<file path="src/rtl/snow64_instr_decoder.sv">
// Registered IF/ID decoder for 32-bit Snow64 instructions (one cycle latency).
// Optional out_illegal port enabled by defining SNOW64_INSTR_DECODER_ILLEGAL_FLAG_EN.
module snow64_instr_decoder #(
  parameter int unsigned WIDTH_CPU_ADDR = 64
) (
  input  logic                      clk,
  input  logic                      rst,
  input  logic                      in_valid,
  input  logic                      in_stall,
  input  logic [31:0]               in_instr,
  output logic                      out_valid,
  output logic                      out_nop,
  output logic [3:0]                out_group,
  output logic [3:0]                out_ra_index,
  output logic [3:0]                out_rb_index,
  output logic [3:0]                out_rc_index,
  output logic [3:0]                out_oper,
  output logic [2:0]                out_op_type,
  output logic [WIDTH_CPU_ADDR-1:0] out_signext_imm
`ifdef SNOW64_INSTR_DECODER_ILLEGAL_FLAG_EN
  ,
  output logic                      out_illegal
`endif
);

  typedef enum logic [3:0] {
    GROUP_ALU   = 4'd0,
    GROUP_CTRL  = 4'd1,
    GROUP_LOAD  = 4'd2,
    GROUP_STORE = 4'd3,
    GROUP_NOP   = 4'd15
  } group_t;

  logic [3:0]                grp;
  logic [3:0]                oper;
  logic                      dec_legal;
  logic [2:0]                dec_op_type;
  logic [WIDTH_CPU_ADDR-1:0] dec_imm;

  assign grp  = in_instr[31:28];
  assign oper = in_instr[15:12];

  always_comb begin
    dec_legal   = 1'b0;
    dec_op_type = '0;
    dec_imm     = '0;
    case (grp)
      GROUP_ALU: begin
        dec_legal   = 1'b1;
        dec_op_type = in_instr[11:9];
      end
      GROUP_CTRL: begin
        dec_legal = ~oper[3];
        dec_imm   = WIDTH_CPU_ADDR'($signed(in_instr[11:0]));
      end
      GROUP_LOAD, GROUP_STORE: begin
        dec_legal   = ~oper[3];
        dec_op_type = in_instr[11:9];
        dec_imm     = WIDTH_CPU_ADDR'($signed(in_instr[8:0]));
      end
      default: dec_legal = 1'b0;
    endcase
  end

`ifdef SNOW64_INSTR_DECODER_ILLEGAL_FLAG_EN
  always_ff @(posedge clk) begin
    if (rst) begin
      out_illegal <= 1'b0;
    end else if (!in_stall) begin
      out_illegal <= in_valid && !dec_legal && (grp != GROUP_NOP);
    end
  end
`endif

  // Reset and bubble share one output state: invalid, nop, every field zero.
  always_ff @(posedge clk) begin
    if (rst) begin
      out_valid       <= 1'b0;
      out_nop         <= 1'b1;
      out_group       <= '0;
      out_ra_index    <= '0;
      out_rb_index    <= '0;
      out_rc_index    <= '0;
      out_oper        <= '0;
      out_op_type     <= '0;
      out_signext_imm <= '0;
    end else if (!in_stall) begin
      out_valid <= in_valid;
      if (in_valid && dec_legal) begin
        out_nop         <= 1'b0;
        out_group       <= grp;
        out_ra_index    <= in_instr[27:24];
        out_rb_index    <= in_instr[23:20];
        out_rc_index    <= in_instr[19:16];
        out_oper        <= oper;
        out_op_type     <= dec_op_type;
        out_signext_imm <= dec_imm;
      end else begin
        out_nop         <= 1'b1;
        out_group       <= in_valid ? grp : '0;
        out_ra_index    <= '0;
        out_rb_index    <= '0;
        out_rc_index    <= '0;
        out_oper        <= '0;
        out_op_type     <= '0;
        out_signext_imm <= '0;
      end
    end
  end

endmodule

</file>
<file path="config.mk">
export PLATFORM = sky130hd
export DESIGN_NAME = snow64_instr_decoder
export DESIGN_NICKNAME = d
export VERILOG_FILES = /design/src/rtl/snow64_instr_decoder.sv
export SDC_FILE = /design/constraint.sdc
export NUM_CORES = 1
export LEC_CHECK = 0
export ABC_AREA = 1
export ABC_CLOCK_PERIOD_IN_PS = 4500
export CAP_MARGIN = 20
export CORE_ASPECT_RATIO = 0.6
export CORE_MARGIN = 3
export CORE_UTILIZATION = 35
export CTS_BUF_LIST = sky130_fd_sc_hd__clkbuf_4 sky130_fd_sc_hd__clkbuf_8
export CTS_CLUSTER_DIAMETER = 80
export CTS_CLUSTER_SIZE = 30
export DETAILED_ROUTE_END_ITERATION = 8
export PLACE_DENSITY = 0.8
export RECOVER_POWER = 25
export SYNTH_ARGS = -nofsm -noshare
export SYNTH_HDL_FRONTEND = slang
export SYNTH_SLANG_ARGS = --single-unit
</file>
<file path="constraint.sdc">
create_clock -name clk -period 4.5 [get_ports clk]
set_input_delay 0.675 -clock clk [delete_from_list [all_inputs] [get_ports clk]]
set_output_delay 0.675 -clock clk [all_outputs]
set_load 0.1 [all_outputs]
</file>
After elaboration in Yosys (flattened, before gate mapping)
Cells that the tools add are included.
{"block": "totals", "n_memories": 0, "ff_bits": 89, "mem_bits_rw": 0, "mem_bits_ro": 0, "latchBits": 0}
{"block": "op_classes", "n_lt_le_gt_ge": 0, "muxes": 12, "multipliers": 0, "eq_ne": 3, "bitwise_logic": 1, "shifts": 0, "n_div": 0, "n_reduce_logical": 5, "add_sub_neg": 0}
{"op": "64-bit case mux with 2 select lines", "n": 1}
{"op": "64-bit 2-to-1 mux", "n": 1}
{"op": "4-bit 2-to-1 mux", "n": 6}
{"op": "4-bit by 2-bit == test with 1-bit output, second input constant", "n": 2}
{"op": "3-bit 2-to-1 mux", "n": 2}
{"op": "3-bit OR reduction", "n": 2}
{"op": "4-bit by 1-bit == test with 1-bit output, second input constant", "n": 1}
{"op": "4-bit zero test", "n": 1}
{"op": "1-bit case mux with 2 select lines", "n": 1}
{"op": "2-bit OR reduction", "n": 1}
{"op": "1-bit logical AND", "n": 1}
{"op": "1-bit 2-to-1 mux", "n": 1}
{"op": "1-bit inverter", "n": 1}

Depth between registers and ports, before layout
{"block": "depth", "depth_word": 5, "depth_mapped": 6, "depth_no_buf": 6}

Worst setup path before layout
No wires, ideal clock.
{"block": "synth_timing", "path_kind": "register to output", "startpoint": "register, netlist name out_signext_imm[62]", "endpoint": "output out_signext_imm[12]", "required_ps": 3825, "arrival_time_ps": 2290, "path_stages_with_launch": 2, "setup_slack_ps": 1535, "n_path_buf": 1, "path_cell_list": "dfxtp_1 -> buf_4"}
{"element": "to (decl)", "line": "19", "rtl": "output logic [WIDTH_CPU_ADDR-1:0] out_signext_imm"}

Worst setup path in the final report
{"block": "layout_timing", "startpoint": "input in_instr[30]", "endpoint": "register out_rc_index[2]"}
{"block": "layout_between", "elab_chain_cells": 5, "elab_cells_between_ends": 8, "classes_between": "eq/ne: 3; mux: 2; reduce/logical: 3"}
{"element": "from (decl)", "line": "10", "rtl": "input logic [31:0] in_instr,"}
{"element": "4-bit by 2-bit == test with 1-bit output or 4-bit by 1-bit == test with 1-bit output (tied branches)", "line": "47", "rtl": "case (grp)"}
{"element": "3-bit OR reduction (no source line)"}
{"element": "1-bit case mux with 2 select lines (*)", "line": "47"}
{"element": "1-bit logical AND (*)", "line": "89", "rtl": "if (in_valid && dec_legal) begin"}
{"element": "4-bit 2-to-1 mux (*)", "line": "89"}
{"element": "to (signal assigned)", "line": "94", "rtl": "out_rc_index <= in_instr[19:16];"}
{"element": "to (decl)", "line": "16", "rtl": "output logic [3:0] out_rc_index,"}
Mark *: on every way between the ends. The rest lies on a longest branch, timed or not.
A chain may end at the register's enable or synchronous reset.

==> flow_metrics.tcl <==
set metrics [dict create \
    status "finished with violations" \
    violations "max-capacitance violations, max-slew violations" \
    post_cts_resize_count 0 \
    min_period_ps 3320 \
    min_to "out_signext_imm[7]" \
    grt_setup_unrepaired "no" \
    synth_top_area_share 0.409 \
    synth_commonest_cells "buf_4 (52), nand2_1 (42), dfxtp_1 (37)" \
    antenna_left 0 \
    synth_edf_count 0 \
    htree_num_levels 2 \
    wire_per_inst_um 13.4 \
    worst-setup-path-type "primary input to flip-flop" \
    vias 1660 \
    routabilityCongestion 0.714 \
    hold_class "flip-flop to flip-flop" \
    sw_frac_of_total 0.269 \
    synth_seq_cells 37 \
    n_fill_cell 442 \
    synth_most_common_cell "buf_4" \
    syn_inst 232 \
    gr-usage-all-layers 0.150 \
    switching_power_w 0.000206 \
    min_from "out_signext_imm[7]" \
    r2r_slack_ps 3830 \
    r2r_cells 2 \
    dieArea_mm2 0.00611 \
    antenna_found_initial 0 \
    areaGrowthSynthToFinish_pct 54.1 \
    grt_pass1_vias 1454 \
    clk_path_buf_depth 2 \
    drt_pass1_iterations 4 \
    power.share.clock 0.388 \
    die_h_um 61.8 \
    cts_hold_buf 0 \
    syn_avg_cell_area_um2 7.81 \
    power.density_mw_per_mm2 273 \
    startpoint_type "primary input" \
    critPathCaptureType "flip-flop" \
    dpl_worst_slack_ps 1900 \
    hold_viol_final 0 \
    seqPwrFrac 0.440 \
    relSlewSlack -0.309 \
    clkSlewWorstSetupHoldPaths_ps 80 \
    dpl_cell_area_mm2 0.00269 \
    synth_fp_nets 268 \
    cts_sinks 37 \
    cp_data_required_time_ps 4710 \
    p_int_w 0.000558 \
    drc 0 \
    hold_path_depth 2 \
    drive_gt1_frac 0.0397 \
    design_area_mm2 0.00279 \
    worstMarginPinSlew_ps 1960 \
    post-route-period-util 0.739 \
    r2r-end "out_op_type[2]" \
    fin_hold_ws_ps 460 \
    synthFlopType "dfxtp_1" \
    grt_max_degree 54 \
    drt_iter0_drc 49 \
    via_per_inst 4.55 \
    seq_area_frac_synth 0.409 \
    leakagePower_nw 0.959 \
    synth_top_area_cell "dfxtp_1" \
    io_pins 125 \
    synth_cell_types 16 \
    finalSetupTns_ps 0 \
    synth.area.top_cells "dfxtp_1 (41%), buf_4 (22%), a21oi_1 (9.9%)" \
    clk_latency_ps 280 \
    maxCapViolations 1 \
    num_rows 19 \
    combPwrFrac 0.172 \
    cts_tree "done" \
    die_w_um 98.9 \
    fmax_mhz 301 \
    synthArstFlopShare 0 \
    cp.arrival_ps 3540 \
    root_buffer "clkbuf_8" \
    worst_slack_ps 1180 \
    crit_fanout 32 \
    drt-total-wl_um 4910 \
    skew_ps 0 \
    drv_slew 33 \
    numCtsBuffers 5 \
    initial_core_util 0.379 \
    grt_pass1_wl_um 7160 \
    vdd_drop_max_mv 0.180 \
    grt-ovfl-total 0 \
    syn_area_mm2 0.00181 \
    coreArea_mm2 0.00478 \
    portBuffers 124 \
    setup_viol 0 \
    fin_nets 337 \
    place_hpwl_um 3550 \
    cts_setup_buffers 0 \
    antenna_cells 0 \
    ys_warn_count 0 \
    rr_startpoint "out_op_type[2]" \
]
-- power by group through the flow --
stage,combinational [W],clock [W],sequential (W)
floorplan,0.0000401,0,0.000386
global placement,0.000133,0,0.000344
detailed placement,0.000133,0,0.000344
CTS,0.000133,0.000307,0.000336
global route,0.000138,0.000323,0.000337
finish,0.000131,0.000296,0.000336
-- worst max-delay path: stages --
cell	delay, ps
dlygate4sd3_1	550
nor2_1	350
nand2_2	70
nor2_1	1460
nand3_1	200
a21oi_1	220
-- layer usage --
layer,GRT usage,wire length [um],vias to the layer above
met3,0.0725,503,4
li1,-,-,845
met5,0,0,-
met1,0.191,2160,743
met4,0.0467,40,0
met2,0.229,2210,68
-- final cells by class --
type	count	area, um2	share of cell area
Tap cell	63	78.8	0.0282
Clock inverter	2	37.5	0.0134
Clock buffer	6	82.6	0.0296
Inverter	5	18.8	0.00672
Multi-Input combinational cell	125	572	0.205
Timing Repair Buffer	127	1260	0.452
Sequential cell	37	741	0.265
-- placed cells by master (no fill, tap or decap) --
cell,Yosys,layout
a21oi_1,36,36
buf_4,52,3
nand2_2,1,1
inv_1,4,4
bufinv_16,0,1
o21ai_0,3,3
dlygate4sd3_1,0,2
o21a_1,1,1
nand3_1,35,35
clkdlybuf4s50_1,0,122
clkinv_1,1,1
o211ai_1,1,1
dfxtp_1,37,37
clkinvlp_4,0,1
clkbuf_8,0,6
nand2_1,42,42
nor2_1,4,6
-- logic make-up after synthesis --
kind of cell | share of synthesized area
AND/OR/NAND/NOR | 0.208
flip-flops | 0.409
AO/OA/AOI/OAI | 0.116
buffers and inverters | 0.268
-- registers in the layout, indices dropped and copies added, names as in the netlist --
signal,cells
out_ra_index,4
out_rc_index,4
out_group,4
out_rb_index,4
out_op_type,3
out_valid,1
out_oper,4
out_signext_imm,12
out_nop,1
-- through the flow --
| stage | power, W | cells | utilization |
|---|---|---|---|
| final | 0.000764 | 365 | 0.585 |
| after detailed placement | 0.000477 | 357 | 0.563 |
| after global placement | 0.000476 | 357 | 0.563 |
| after floorplan | 0.000426 | 232 | - |
| after CTS | 0.000777 | 365 | 0.588 |
| after global routing | 0.000798 | 365 | 0.585 |
-- worst max-delay path by stage --
stage / from / to / slack (ps) / cells past startpoint
after CTS: out_signext_imm[62] / out_signext_imm[22] / 1570 / 2
after detailed placement: out_signext_imm[62] / out_signext_imm[14] / 1900 / 2
final: in_instr[30] / out_rc_index[2] / 1180 / 6
after floorplan: out_signext_imm[62] / out_signext_imm[12] / 1540 / 1
after global placement: out_signext_imm[62] / out_signext_imm[38] / 1940 / 2
after global routing: in_instr[30] / out_signext_imm[2] / 800 / 6
Power figures use the tool's default switching activity.
